## src/rtl/blue_pkg.sv

```systemverilog
// -----------------------------------------------------------------------------
// blue_pkg
// Shared definitions for the blue instruction sequencer: the default program
// counter width, the fetch/execute state encoding and the control-flow opcodes
// decoded from IR[15:12]. Any opcode not listed here is a datapath instruction.
// -----------------------------------------------------------------------------
package blue_pkg;

  localparam int ADDR_W_DEFAULT = 12;

  typedef enum logic [1:0] {
    ST_IDLE  = 2'd0,
    ST_FETCH = 2'd1,
    ST_EXEC  = 2'd2,
    ST_HALT  = 2'd3
  } state_e;

  localparam logic [3:0] OP_JMP = 4'hF;
  localparam logic [3:0] OP_JZ  = 4'hE;
  localparam logic [3:0] OP_JN  = 4'hD;
  localparam logic [3:0] OP_JC  = 4'hC;
  localparam logic [3:0] OP_HLT = 4'hB;

endpackage

```

## src/rtl/blue_pc.sv

```systemverilog
// -----------------------------------------------------------------------------
// blue_pc
// Program counter register. Load of a branch target takes priority over
// increment; the increment wraps modulo 2^ADDR_W.
//
// Ports
//   clk       in   system clock, rising edge
//   rst       in   asynchronous active-high reset, clears PC to 0
//   inc_i     in   advance PC by one
//   load_i    in   load target_i (wins over inc_i)
//   target_i  in   branch / jump target
//   pc_o      out  current program counter
// -----------------------------------------------------------------------------
module blue_pc
  import blue_pkg::*;
#(
  parameter int ADDR_W = ADDR_W_DEFAULT
) (
  input  logic              clk,
  input  logic              rst,
  input  logic              inc_i,
  input  logic              load_i,
  input  logic [ADDR_W-1:0] target_i,
  output logic [ADDR_W-1:0] pc_o
);

  logic [ADDR_W-1:0] pc_q;
  logic [ADDR_W-1:0] pc_d;

  // NOTE: combinational blocks assign every output a default first so no
  // path leaves a signal unassigned, which would otherwise infer a latch.
  always_comb begin
    pc_d = pc_q;
    if (load_i) begin
      pc_d = target_i;
    end else if (inc_i) begin
      pc_d = pc_q + ADDR_W'(1);
    end
  end

  // NOTE: sequential state uses non-blocking assignments so every register
  // samples pre-edge values regardless of process evaluation order.
  always_ff @(posedge clk or posedge rst) begin
    if (rst) begin
      pc_q <= '0;
    end else begin
      pc_q <= pc_d;
    end
  end

  assign pc_o = pc_q;

endmodule

```

## src/rtl/blue_seq.sv

```systemverilog
// -----------------------------------------------------------------------------
// blue_seq
// Instruction sequencer feeding the blue datapath. Fetches 16-bit words over a
// req/ack handshake, resolves jumps, flag-conditional branches and halt
// locally, and hands every other word to the datapath with a one-cycle en.
//
// Ports
//   clk       in   system clock, rising edge
//   rst       in   asynchronous active-high reset
//   mem_addr  out  fetch address (the PC)
//   mem_req   out  fetch request, high throughout FETCH
//   mem_ack   in   mem_data valid this cycle (ignored outside FETCH)
//   mem_data  in   instruction word
//   znc_in    in   datapath flags [2] zero, [1] negative, [0] carry
//   opCode    out  instruction register, to the datapath
//   en        out  one-cycle datapath enable per datapath instruction
//   halted    out  high while halted
// -----------------------------------------------------------------------------
module blue_seq
  import blue_pkg::*;
#(
  parameter int ADDR_W = ADDR_W_DEFAULT
) (
  input  logic              clk,
  input  logic              rst,
  output logic [ADDR_W-1:0] mem_addr,
  output logic              mem_req,
  input  logic              mem_ack,
  input  logic [15:0]       mem_data,
  input  logic [2:0]        znc_in,
  output logic [15:0]       opCode,
  output logic              en,
  output logic              halted
);

  state_e            state_q;
  state_e            state_d;
  logic [15:0]       ir_q;
  logic [15:0]       ir_d;
  logic              pc_inc;
  logic              pc_load;
  logic [ADDR_W-1:0] pc;
  logic [3:0]        op;
  logic [ADDR_W-1:0] target;

  assign op     = ir_q[15:12];
  assign target = ir_q[ADDR_W-1:0];

  blue_pc #(
    .ADDR_W (ADDR_W)
  ) u_pc (
    .clk      (clk),
    .rst      (rst),
    .inc_i    (pc_inc),
    .load_i   (pc_load),
    .target_i (target),
    .pc_o     (pc)
  );

  // Next-state, IR load and outputs. mem_req, en and halted depend only on
  // the state register (and IR in EXEC), so they fall with rst asynchronously.
  always_comb begin
    state_d = state_q;
    ir_d    = ir_q;
    pc_inc  = 1'b0;
    pc_load = 1'b0;
    mem_req = 1'b0;
    en      = 1'b0;
    halted  = 1'b0;

    case (state_q)
      ST_IDLE: begin
        state_d = ST_FETCH;
      end

      ST_FETCH: begin
        mem_req = 1'b1;
        if (mem_ack) begin
          ir_d    = mem_data;
          state_d = ST_EXEC;
        end
      end

      ST_EXEC: begin
        state_d = ST_FETCH;
        case (op)
          OP_JMP: pc_load = 1'b1;
          OP_JZ:  begin pc_load = znc_in[2]; pc_inc = ~znc_in[2]; end
          OP_JN:  begin pc_load = znc_in[1]; pc_inc = ~znc_in[1]; end
          OP_JC:  begin pc_load = znc_in[0]; pc_inc = ~znc_in[0]; end
          OP_HLT: state_d = ST_HALT;  // PC left pointing at the HLT word
          default: begin
            en     = 1'b1;
            pc_inc = 1'b1;
          end
        endcase
      end

      ST_HALT: begin
        halted = 1'b1;
      end

      default: begin
        state_d = ST_IDLE;
      end
    endcase
  end

  always_ff @(posedge clk or posedge rst) begin
    if (rst) begin
      state_q <= ST_IDLE;
      ir_q    <= 16'h0000;
    end else begin
      state_q <= state_d;
      ir_q    <= ir_d;
    end
  end

  assign mem_addr = pc;
  assign opCode   = ir_q;

endmodule

```

## config.mk

```make
export PLATFORM = sky130hd
export DESIGN_NAME = blue_seq
export DESIGN_NICKNAME = d
export VERILOG_FILES = /design/src/rtl/blue_pkg.sv /design/src/rtl/blue_pc.sv /design/src/rtl/blue_seq.sv
export SDC_FILE = /design/constraint.sdc
export NUM_CORES = 1
export LEC_CHECK = 0
export CORE_ASPECT_RATIO = 1.2
export CORE_UTILIZATION = 30
export DETAILED_ROUTE_END_ITERATION = 6
export PLACE_DENSITY_LB_ADDON = 0.15
export SLEW_MARGIN = 15
export SYNTH_ARGS = -nofsm -noshare
export SYNTH_HDL_FRONTEND = slang
export SYNTH_HIERARCHICAL = 1
export SYNTH_SLANG_ARGS = --single-unit
```

## constraint.sdc

```tcl
create_clock -name clk -period 4 [get_ports clk]
set_input_delay 1 -clock clk [delete_from_list [all_inputs] [get_ports clk]]
set_output_delay 1 -clock clk [all_outputs]
set_load 0.005 [all_outputs]
```

# Yosys cells after proc, flatten, opt, wreduce, memory -nomap -nowiden

Cells that the tools add are included.

$add $sub $neg: 1
Bitwise gates (word level): 3
Mux-type cells: 13
Equal/unequal tests: 9
Reduce and logical (&&, ||, !) cells: 7

Operators with widths:

| kind                                                                   | number |
|---|---|
| 12-bit two-way mux                                                     | 2 |
| 4-bit equality test (second input constant)                            | 5 |
| 12-bit by 1-bit adder with 12-bit output (second input constant)       | 1 |
| 1-bit one-hot mux with 4 select lines                                  | 2 |
| 1-bit two-way mux                                                      | 6 |
| 2-bit one-hot mux with 3 select lines                                  | 1 |
| 5-bit OR reduction                                                     | 1 |
| 2-bit equality test (second input constant)                            | 2 |
| 2-bit two-way mux                                                      | 2 |
| 2-bit AND reduction                                                    | 2 |
| 1-bit NOT                                                              | 3 |
| 3-bit nonzero test                                                     | 1 |
| 2-bit by 1-bit equality test with 1-bit output (second input constant) | 1 |
| 2-bit logical NOT                                                      | 1 |
| 2-bit != test (second input constant)                                  | 1 |
| 2-bit nonzero test                                                     | 1 |
| 2-bit OR reduction                                                     | 1 |

Word-level logic and storage cells: 36
Input port bits: 22
Flip-flop bits (word level): 30
Output and inout bits: 31

# Logic depth before layout (Yosys ltp)

Word-level depth: 6
Gate-level depth with buffers: 8
Gate-level depth less buffers: 7

# Hierarchy

The synthesis kept the hierarchy.

By module, submodules not included:

| module   | cells an instance | area each (µm²) | instances |
|---|---|---|---|
| blue_seq | 65                | 853.3           | 1 |
| blue_pc  | 76                | 710.7           | 1 |

# Worst setup path before layout

Ideal clock, no wire load.

Path type: input -> register
From: input znc_in[2]
To: register u_pc.pc_q[11], in the netlist u_pc/pc_o[11]
Library setup time: 0.069 ns
Data arrival time: 2.366 ns
Data required time: 3.931 ns
Path slack: 1.565 ns
Stages: 6
Cells stage by stage: nor3b_1 > a31oi_1 > and4_2 > or3b_2 > or4_1 > nand3_1

RTL lines:

| element                                                  | RTL line       | text |
|---|---|---|
| start: declaration                                       | blue_seq.sv:30 | `input logic [2:0] znc_in,` |
| 1-bit one-hot mux with 4 select lines (*)                | blue_seq.sv:86 | `case (op)` |
| 1-bit two-way mux (*)                                    | blue_seq.sv:71 | `case (state_q)` |
| named net pc_load                                        | blue_seq.sv:41 | `logic pc_load;` |
| 12-bit two-way mux or 2-bit nonzero test (tied branches) | n/a            |  |
| end signal: assignment                                   | blue_pc.sv:47  | `pc_q <= pc_d;` |
| end: declaration                                         | blue_pc.sv:27  | `logic [ADDR_W-1:0] pc_q;` |

The timed path passes the listed nets; every way through them passes the cells marked *.
A chain may end at the register's enable or synchronous reset.

# Worst setup path after layout

Same ends and word-level chain as after synthesis.

==> impl_summary.md <==
Timing
The number of endpoints failing setup at the final stage is 0. Setup total negative slack on the finished layout was measured at 0 ps. After layout, the worst setup slack is 1160 ps. The number of failing hold endpoints at the final stage was 0. The worst relative slew slack is 51.1%. Counting I/O delays and the setup requirement, the final critical path takes 2840 ps.

The transition time at the pin with the least slew margin is 733 ps. The ratio of final minimum period to clock period is 71.1%. The clock arrives with 8.94 ps of skew. Derived from the worst setup path, the maximum achievable clock frequency is 352 MHz. The number of max-slew violations in the final report came to 0. Setup repair after global routing left no endpoint under its margin.

Setup path
Together, buffers and inverters on the worst path number 1. The worst setup path is launched from an input pin. The setup path with the least slack is of type in -> reg. The category of the worst setup path capture point is a flip-flop. Walking the worst path, the cells encountered are clkdlybuf4s50_1, nor3b_1, a31oi_1, and4_2, or3b_2, or4_1, nand3_1. The cell at the slowest stage of the critical path is or3b_2. The peak fanout along the critical path is 23. The arrival time at the worst endpoint is 3060 ps.

In this run the number of cells on the critical path is 7. The worst endpoint required time is 4210 ps. The maximum cell stage delay along the critical path is 490 ps. The number of cell instances on the worst register-to-register path is 6. In this design, the largest share of critical-path delay is due to simple AND/OR/NAND/NOR gates.

Final layout
The layout overhead on the synthesized area is 42.7%. Leaving out fill and tap cells, the most frequent cells in the layout are 52 x clkdlybuf4s50_1, 30 x dfrtp_1, 16 x mux2_2, 15 x nand2_1, 11 x o21ai_0. The net total in the final layout is 225. The share of final-layout standard cells stronger than drive strength 1 is 15.7%.

0 antenna diodes ended up in the layout. Once layout is complete, the utilization of the core stands at 44.9%. Leaving out fill and tap cells, the most frequent cell in the layout is clkdlybuf4s50_1.

CTS
The CTS tree is done. Once the clock tree was built, the setup fixing pass inserted 0 buffers. The count of instances resized after the clock tree is built is 0.

The H-tree was split into 2 levels. The later pin in the worst-skew pair is clocked with a latency of 280 ps. Counting the buffers created by CTS gives 5. Buffers inserted to repair hold after CTS numbered 0. Clock-pin slew was measured on the worst setup and hold paths at 60 ps.

For this design, the sink count on the clock tree is 30. The root buffer cell is clkbuf_8. The number of buffers on the longest clock path is 2.

Pwr
The clock network burns 43.1% of the power. The fraction of power consumed by combinational cells is 4.8%. The share of total power dissipated in sequential elements is 52.1%. In this run the power density over the cells is 261 nW/um^2. The internal power is 0.460 mW.

The power spent charging and discharging nets is 0.122 mW. Of the total power, the share spent switching nets is 20.9%. The worst ir drop on vdd is 0.180 mV.

For this design the static power due to leakage is 0.986 nW.

Logic synthesis
The number of distinct standard cells referenced by the synthesized netlist is 35. The share of synthesized registers carrying an async set or reset is 100%. The cell count after synthesis came out at 141. The mapped cell area is 1560 um^2. The Yosys step of the flow raised 6 warnings. Yosys mapped a number of flops with a built-in enable equal to 0. The share of synthesized cell area in and, or, nand and nor gates is 18.1%. In this run, synthesis produced a sequential element count of 30. The adder-cell area share of the yosys netlist is 4.80%.

The fraction of synthesized area in multiplexers is 12.2%. The dominant combinational cell family by area after synthesis is simple AND/OR/NAND/NOR gates. The cell accounting for the most synthesized area is dfrtp_1. The number of nets handed over by synthesis was 169. The xor-xnor portion of the synthesized cell area is 2.24%. In the synthesized netlist the dominant register cell turns out to be dfrtp_1. The sequential element share of the synthesized area is 48.0%. In this run the biggest area consumer among cell types represents 48.0% of the synthesized area. Yosys attributes the largest share of cell area to dfrtp_1 48%, mux2_2 12%, ha_1 4.8%. The complex-gate fraction of the synthesized area is 11.4%. The mean cell area of the mapped netlist is 11.1 um^2.

Route
In the final routed layout, each cell accounts on average for 14.5 um. The number of vias after detailed routing is 1,320. The first-iteration detailed-routing DRC count is 79. In this run the remaining antenna-violating nets after routing total 0. The number of detailed-route iterations in the first pass is 5. Using the TritonRoute via totals, the vias-per-cell ratio works out to 5.12. The aggregate routed wire length is 3.75 mm. The residual DRC count is 0.

Floorplan
The die is 67.9 um wide. The die height is 81.1 um. The effective utilization at floorplan is 31.4%.

The core region area is 4970 um^2. The die area is 5510 um^2. Row generation in the floorplan step produced 28 rows. The boundary pin count is 53.

Run
The max-capacitance violation count is 0.

GRT
The initial antenna violation count is 0. The residual overflow from global routing is 0. The first global-routing pass estimated 6.23 mm of wire.

In the global route stage, overall resource usage came out at 15.4%. The pin count of the biggest net entering global routing is 24. The number of global-route vias before repair is 1,334.

Place
Timing analysis after detailed placement gives a worst setup slack of 891 ps. The number of input and output port buffers inserted is 52. The half-perimeter wire length after placement is 2.77 mm.

The weighted congestion at the end of routability-driven global placement is 0.781.

Run status
The run finished with clean final reports.

Worst hold path
The path class of the lowest-slack min-delay path is reg -> reg. The cell count of the worst hold path is 2.
[synth_stat cells (all sizes together) (3+ instances only)]
library cell	count
nand2	16
o31ai	4
dfrtp	30
ha	6
o21ai	11
nand4	3
mux2	16
or4	6
inv	7
nor2b	3
o211ai	3
nand3	8
xor2	3
nor2	3
a31oi	4
[power groups by stage]
stage / Sequential [mW] / Clock, mW / Combinational [mW]
6_report: 0.303 / 0.251 / 0.0279
5_1_grt: 0.303 / 0.277 / 0.0310
4_1_cts: 0.303 / 0.258 / 0.0290
3_5_place_dp: 0.309 / 0 / 0.0290
3_3_place_gp: 0.309 / 0 / 0.0281
2_1_floorplan: 0.309 / 0 / 0.00556
[final cells by class]
| class | instances | area [um^2] |
|---|---|---|
| multi-input cells | 100 | 761 |
| repair buffers | 53 | 528 |
| inverters | 7 | 26.3 |
| fillers | 482 | 2740 |
| well taps | 60 | 75.1 |
| clock buffers | 7 | 86.3 |
| flip-flops and latches | 30 | 751 |
| clock inverters | 1 | 5.00 |
[routing by layer]
metal / track usage, % / wire, um
met2: 24.7 / 1870
met4: 5.21 / 48
met3: 4.49 / 187
met1: 19.6 / 1640
met5: 0 / 0
[worst min-delay path: stages, from the launching register on]
cell and delay, ps:
dfrtp_1 360, nand2_1 50, o21ai_0 60
[sequential cells by signal, indices dropped and copies added (netlist names)]
signal and cells:
state_q 2, opCode 16, u_pc/pc_o 12
[final timing paths]
path | from | end | slack (ps)
max | znc_in[2] | u_pc/pc_o[11]$_DFFE_PP0P_ | 1160
min | opCode[0]$_DFFE_PP0P_ | u_pc/pc_o[0]$_DFFE_PP0P_ | 510
max reg2reg | state_q[0]$_DFFE_PP0P_ | u_pc/pc_o[11]$_DFFE_PP0P_ | 1810
min reg2reg | opCode[0]$_DFFE_PP0P_ | u_pc/pc_o[0]$_DFFE_PP0P_ | 510
max in group asynchronous | rst | opCode[11]$_DFFE_PP0P_ | 2350
min in group asynchronous | rst | u_pc/pc_o[6]$_DFFE_PP0P_ | 1060
[per-stage QoR]
stage	hold slack (ps)	cell area, um^2	std cells	total power, mW
finish	509	2230	258	0.582
global route	548	2230	258	0.611
CTS	527	2230	258	0.591
detailed placement	515	2140	250	0.338
global placement	505	2140	250	0.337
floorplan	492	1560	141	0.315
[cell families (layout without fill, tap and decap cells)]
kind of cell / count (synthesis) / count (layout)
adder cells (fa/ha/maj): 6 / 6
buffers and inverters: 11 / 68
flip-flops: 30 / 30
XOR/XNOR: 4 / 4
AND/OR/NAND/NOR: 46 / 46
multiplexers: 17 / 17
AO/OA/AOI/OAI: 27 / 27
No activity file was read; power rests on OpenSTA's default activity.
==> RTL change 1 (config.mk and constraints unchanged) <==
Make the reset (`rst`) synchronous in 2 clocked blocks. Comments in the files are not updated.
--- a/src/rtl/blue_pc.sv
+++ b/src/rtl/blue_pc.sv
@@ -40,7 +40,7 @@
 
   // NOTE: sequential state uses non-blocking assignments so every register
   // samples pre-edge values regardless of process evaluation order.
-  always_ff @(posedge clk or posedge rst) begin
+  always_ff @(posedge clk) begin
     if (rst) begin
       pc_q <= '0;
     end else begin
--- a/src/rtl/blue_seq.sv
+++ b/src/rtl/blue_seq.sv
@@ -106,7 +106,7 @@
     endcase
   end
 
-  always_ff @(posedge clk or posedge rst) begin
+  always_ff @(posedge clk) begin
     if (rst) begin
       state_q <= ST_IDLE;
       ir_q    <= 16'h0000;
Check against the original RTL: differs if rst is asserted again (counterexample within 4 cycles, from zero or initial values and one cycle with rst high); with rst held inactive, the same outputs for 10 cycles.
==> RTL change 1 against the unedited design <==
  * Via count grew 7.4%
  * Wire length shrank 3.4%
  * Worst setup slack gained 0.021 ns
  * Maximum frequency grew 0.75%
  * Sequential cell count is the same
  * Area after synthesis shrank 2.3%
  * Worst hold slack lost 0.033 ns
  * Synthesized cell count grew 31%
  * First-iteration DRC count shrank 30%
  * Design area shrank 2.4%
  * Highest routed layer unchanged
Power is not compared: it rests on default switching activity, and its combinational part moved more than twofold at a synthesized area within 25%.
==> RTL change 1: results (changes against the unedited design) <==
global_route:
  grt_use_total: 0.1465  # -0.007320
  grt_pass1_wl_um: 6016  # -3.4%
  antenna_found_initial: 0  # unchanged
  grt_pass1_vias: 1304  # -2.2%
  grt_max_degree: 32  # +33%
clock_network:
  cts-root-buf: "clkbuf_8"
  h-tree-depth: 2  # unchanged
  cts_resized: 0  # unchanged
  cts_buffers: 5  # unchanged
  cts_buffer_depth: 2  # unchanged
  clock_latency_ns: 0.28  # about the same
  post_cts_buffers: 0  # unchanged
  cts_hold_buf: 0  # unchanged
  cts.clk_slew.worst_paths_ns: 0.07
route:
  met2_wirelength_um: 1676  # -10%
  first_pass_iters: 4  # -1
  wl_per_cell_um: 12.15  # -16%
  vias: 1418  # +7.4%
  top_layer_used: "met4"
  wl_met3_um: 175  # -6.4%
  drt_iter0_markers: 55  # -30%
  wl_met1_um: 1743  # +6.0%
setup_path:
  worstPathArrival_ns: 2.98  # -0.08 ns
  crit_start: "znc_in[1]"
  cpMaxStageDelayCell: "and4_1"
  path_max_fanout: 24  # +4.3%
  endpoint: "u_pc/pc_o[3]"
  rrSetupSlack_ns: 1.87  # +0.06 ns
  path_delay_family: "simple AND/OR/NAND/NOR gates"
  cpPeakStageDelay_ns: 0.76  # +0.27 ns
  path_class: "input port to register"
  r2r-start: "opCode[13]"
  reg2reg_depth: 5  # -1
synthesis:
  ys_top_cells_by_count: "nand2_1 (39), dfxtp_1 (30), a21oi_1 (20)"
  ys_seq_area_frac: 0.3931  # -0.08688
  async_reset_ff_frac: 0  # -1.000
  synth_ff_type: "dfxtp_1"
  synth-edff-count: 0  # unchanged
  ys_types: 37  # +5.7%
  syn-num-nets: 213  # +26%
  synth_area_leaders: "dfxtp_1 (39%), nand2_1 (9.6%), a21oi_1 (6.6%)"
sta:
  fin_skew_ns: 0.004824  # -0.004120 ns
  worst_slack_ns: 1.179  # +0.02125 ns
  worstMarginPinSlew_ns: 0.8161  # +0.08272 ns
place:
  place_congestion: 0.6845  # -12%
  post-place-ws_ns: 0.9159  # +0.02527 ns
  dp_hpwl_um: 2523  # -9.0%
  port_buffers: 52  # unchanged
layout:
  fill_cells: 513  # +6.4%
  drive_gt1_frac: 0.08403  # -0.07253
  diodes: 0  # unchanged
  nNetsFinal: 265  # +18%
min_path:
  hold_path_class: "register to register"
status:
  status: "completed"
[RTL change 1: tightest hold or removal path: stages (launching register included)]
cell and delay (ns):
dfxtp_1 0.32, nand2_1 0.06, a21oi_1 0.05
[RTL change 1: power by group]
part | leakage (nW) | switching [mW] | internal, mW
clock | 0.0472 | 0.118 | 0.138
sequential | 0.243 | 0.0131 | 0.310
combinational | 0.465 | 0.0375 | 0.0511
total | 0.755 | 0.168 | 0.499
[RTL change 1: stage by stage]
stage	instances	cell area [um2]	hold slack (ns)	power, mW	util
2_1_floorplan	185	1528	0.4655	0.3693	-
3_3_place_gp	290	2085	0.4648	0.4191	0.4250
3_5_place_dp	290	2085	0.4692	0.4188	0.4250
4_1_cts	298	2180	0.4802	0.6765	0.4444
5_1_grt	298	2180	0.5011	0.6968	0.4444
6_report	298	2180	0.4763	0.6671	0.4444
[RTL change 1: metal layers]
layer,GRT usage,up-vias
li1,-,738
met1,0.1933,641
met2,0.2230,35
met3,0.03835,4
met4,0.05745,0
met5,0,-
[RTL change 1: cells by family (layout without fill, tap and decap cells)]
| kind of cell | count (synthesis) | count (layout) | synth area share |
|---|---|---|---|
| muxes | 3 | 3 | 0.01966 |
| AOI/OAI and AO/OA | 46 | 46 | 0.1908 |
| and+or+nand+nor | 73 | 73 | 0.2383 |
| adders and majority gates | 6 | 6 | 0.04914 |
| buffers and inverters | 18 | 71 | 0.05732 |
| DFF | 30 | 30 | 0.3931 |
| xor gates and xnor gates | 9 | 9 | 0.05160 |
[RTL change 1: area by class of cell]
class | count | area (um2) | share of cell area
Multi-Input combinational cell | 137 | 839.6 | 0.3852
Sequential cell | 30 | 600.6 | 0.2755
Timing Repair Buffer | 54 | 535.5 | 0.2457
Clock buffer | 6 | 82.58 | 0.03789
Tap cell | 60 | 75.07 | 0.03444
Inverter | 9 | 33.78 | 0.01550
Clock inverter | 2 | 12.51 | 0.005741
[RTL change 1: how the worst min path moves through the flow]
stage | from | to
after floorplan | opCode[8] | opCode[8]
after global placement | opCode[1] | opCode[1]
after detailed placement | opCode[1] | opCode[1]
after CTS | opCode[8] | opCode[8]
after global routing | opCode[0] | opCode[0]
final | opCode[8] | opCode[8]
==> RTL change 2 (config.mk and constraints unchanged) <==
Without the edit above. Change the package constant `ADDR_W_DEFAULT` from 12 to 11.
--- a/src/rtl/blue_pkg.sv
+++ b/src/rtl/blue_pkg.sv
@@ -6,7 +6,7 @@
 // -----------------------------------------------------------------------------
 package blue_pkg;
 
-  localparam int ADDR_W_DEFAULT = 12;
+  localparam int ADDR_W_DEFAULT = 11;
 
   typedef enum logic [1:0] {
     ST_IDLE  = 2'd0,
Ports: changed (resized mem_addr); port bits go from 53 to 52. The function was not compared with the original's and may differ.
==> RTL change 2 against the unedited design <==
  * Wire length shrank 7.9%
  * Area after synthesis shrank 3.8%
  * First-iteration DRC count shrank 41%
  * Worst setup slack gained 0.083 ns
  * Design area shrank 1.8%
  * Die area shrank 3.7%
  * Sequential cell count shrank 1
  * Clock skew shrank 0.0031 ns
  * Core utilization grew 1.8 points
  * Register-to-register slack gained 0.16 ns
  * Worst hold slack lost 0.0050 ns
  * Via count shrank 3.8%
  * Clock power grew 26%
  * Power grew 9.5%
==> RTL change 2: results (changes against the unedited design) <==
synthesis:
  syn-num-nets: 165  # -2.4%
  synth_ff_type: "dfrtp_1"
  yosys.area_share.xor_xnor: 0.02328  # +0.0008751
  synth_compound_area_frac: 0.1230  # +0.009426
  ys_top_cells_by_count: "dfrtp_1 (29), mux2_2 (16), nand2_1 (13)"
  synth_area_leaders: "dfrtp_1 (48%), mux2_2 (12%), ha_1 (5.0%)"
  synthMuxAreaShare: 0.1264  # +0.004751
  ys_seq_area_frac: 0.4821  # +0.002128
  synthAdderAreaFrac: 0.04988  # +0.001875
  netlist_instances: 137  # -2.8%
sta:
  whs_ns: 0.5040  # -0.005018 ns
  fin_skew_ns: 0.005795  # -0.003149 ns
  hold_viol: 0  # unchanged
  worstMarginPinSlew_ns: 0.7699  # +0.03650 ns
  fin_crit_sh: 0.6899  # -0.02072
setup_path:
  cpPeakStageDelay_ns: 0.54  # +0.05 ns
  reg2reg_depth: 8  # +2
  path_delay_family: "buffers and inverters"
  path_max_fanout: 6  # -74%
  worstPathArrival_ns: 1.76  # -1.30 ns
  cpMaxStageDelayCell: "clkdlybuf4s50_1"
  r2r-end: "u_pc/pc_o[9]"
  rrSetupSlack_ns: 1.97  # +0.16 ns
min_path:
  hp-start: "opCode[11]"
  holdPathStages: 1  # -1
  hold_end: "opCode[11]"
clock_network:
  post_cts_buffers: 0  # unchanged
  clock_latency_ns: 0.28  # about the same
route:
  via_per_inst: 5.060  # -1.1%
  drt_iter0_markers: 47  # -41%
  first_pass_iters: 4  # -1
  wirelength_um: 3454  # -7.9%
status:
  status: "completed"
layout:
  nNetsFinal: 220  # -2.2%
  drive_gt1_frac: 0.1554  # -0.001125
  instances_no_fill: 251  # -2.7%
place:
  place_congestion: 0.7946  # +1.8%
  post-place-ws_ns: 1.056  # +0.1650 ns
  dp_hpwl_um: 2488  # -10%
  port_buffers: 51  # -1.9%
  numPlacedInstances: 243  # -2.8%
global_route:
  grt_max_degree: 20  # -17%
  grt_pass1_wl_um: 5699  # -8.5%
  grt_pass1_vias: 1227  # -8.0%
  grt_use_total: 0.1444  # -0.009418
power_and_ir_drop:
  ir_drop_mv: 0.1971  # +9.7%
  p_leak_nw: 0.9448  # -4.2%
RTL change 2: worst max-delay path by stage:
stage                from             to
2_1_floorplan   znc_in[2]  u_pc/pc_o[10]
3_3_place_gp    znc_in[2]  u_pc/pc_o[10]
3_5_place_dp    znc_in[2]  u_pc/pc_o[10]
4_1_cts        state_q[0]             en
5_1_grt        state_q[0]             en
6_report       state_q[0]             en
RTL change 2: metrics by stage:
| step | cell area, um2 | util |
|---|---|---|
| floorplan | 1505 | - |
| global placement | 2071 | 0.4410 |
| detailed placement | 2071 | 0.4410 |
| CTS | 2191 | 0.4666 |
| global route | 2191 | 0.4666 |
| finish | 2191 | 0.4666 |
RTL change 2: final cells by class:
cell class	count	area (um2)
Fill cell	450	2505
Sequential cell	29	725.7
Multi-Input combinational cell	96	724.4
Timing Repair Buffer	52	518.0
Clock buffer	6	82.58
Tap cell	58	72.57
Clock inverter	2	37.54
Inverter	8	30.03
RTL change 2: kinds of logic after synthesis:
group,count (synthesis)
xor gates and xnor gates,4
AOI/OAI and AO/OA,27
muxes,17
buffers and inverters,12
adders and majority gates,6
DFF,29
and+or+nand+nor,42
RTL change 2: layer usage:
metal | vias to the layer above | global-route usage | part of all wire
met2 | 47 | 0.2242 | 0.50
met5 | - | 0 | 0
li1 | 604 | - | -
met3 | 4 | 0.05857 | 0.065
met1 | 615 | 0.1782 | 0.42
met4 | 0 | 0.05106 | 0.0098
RTL change 2: report_power, final:
part           internal (mW)  switching (mW)
Sequential             0.293               0
Clock                  0.202           0.114
Combinational         0.0184         0.00947
RTL change 2: worst register-to-register path, delay by kind of cell (launching register included):
family,cells,cell delay (ns)
compound gates,3,0.41
fa+ha+maj,1,0.20
buf+inv,2,0.29
flops,1,0.45
simple gates,2,0.61
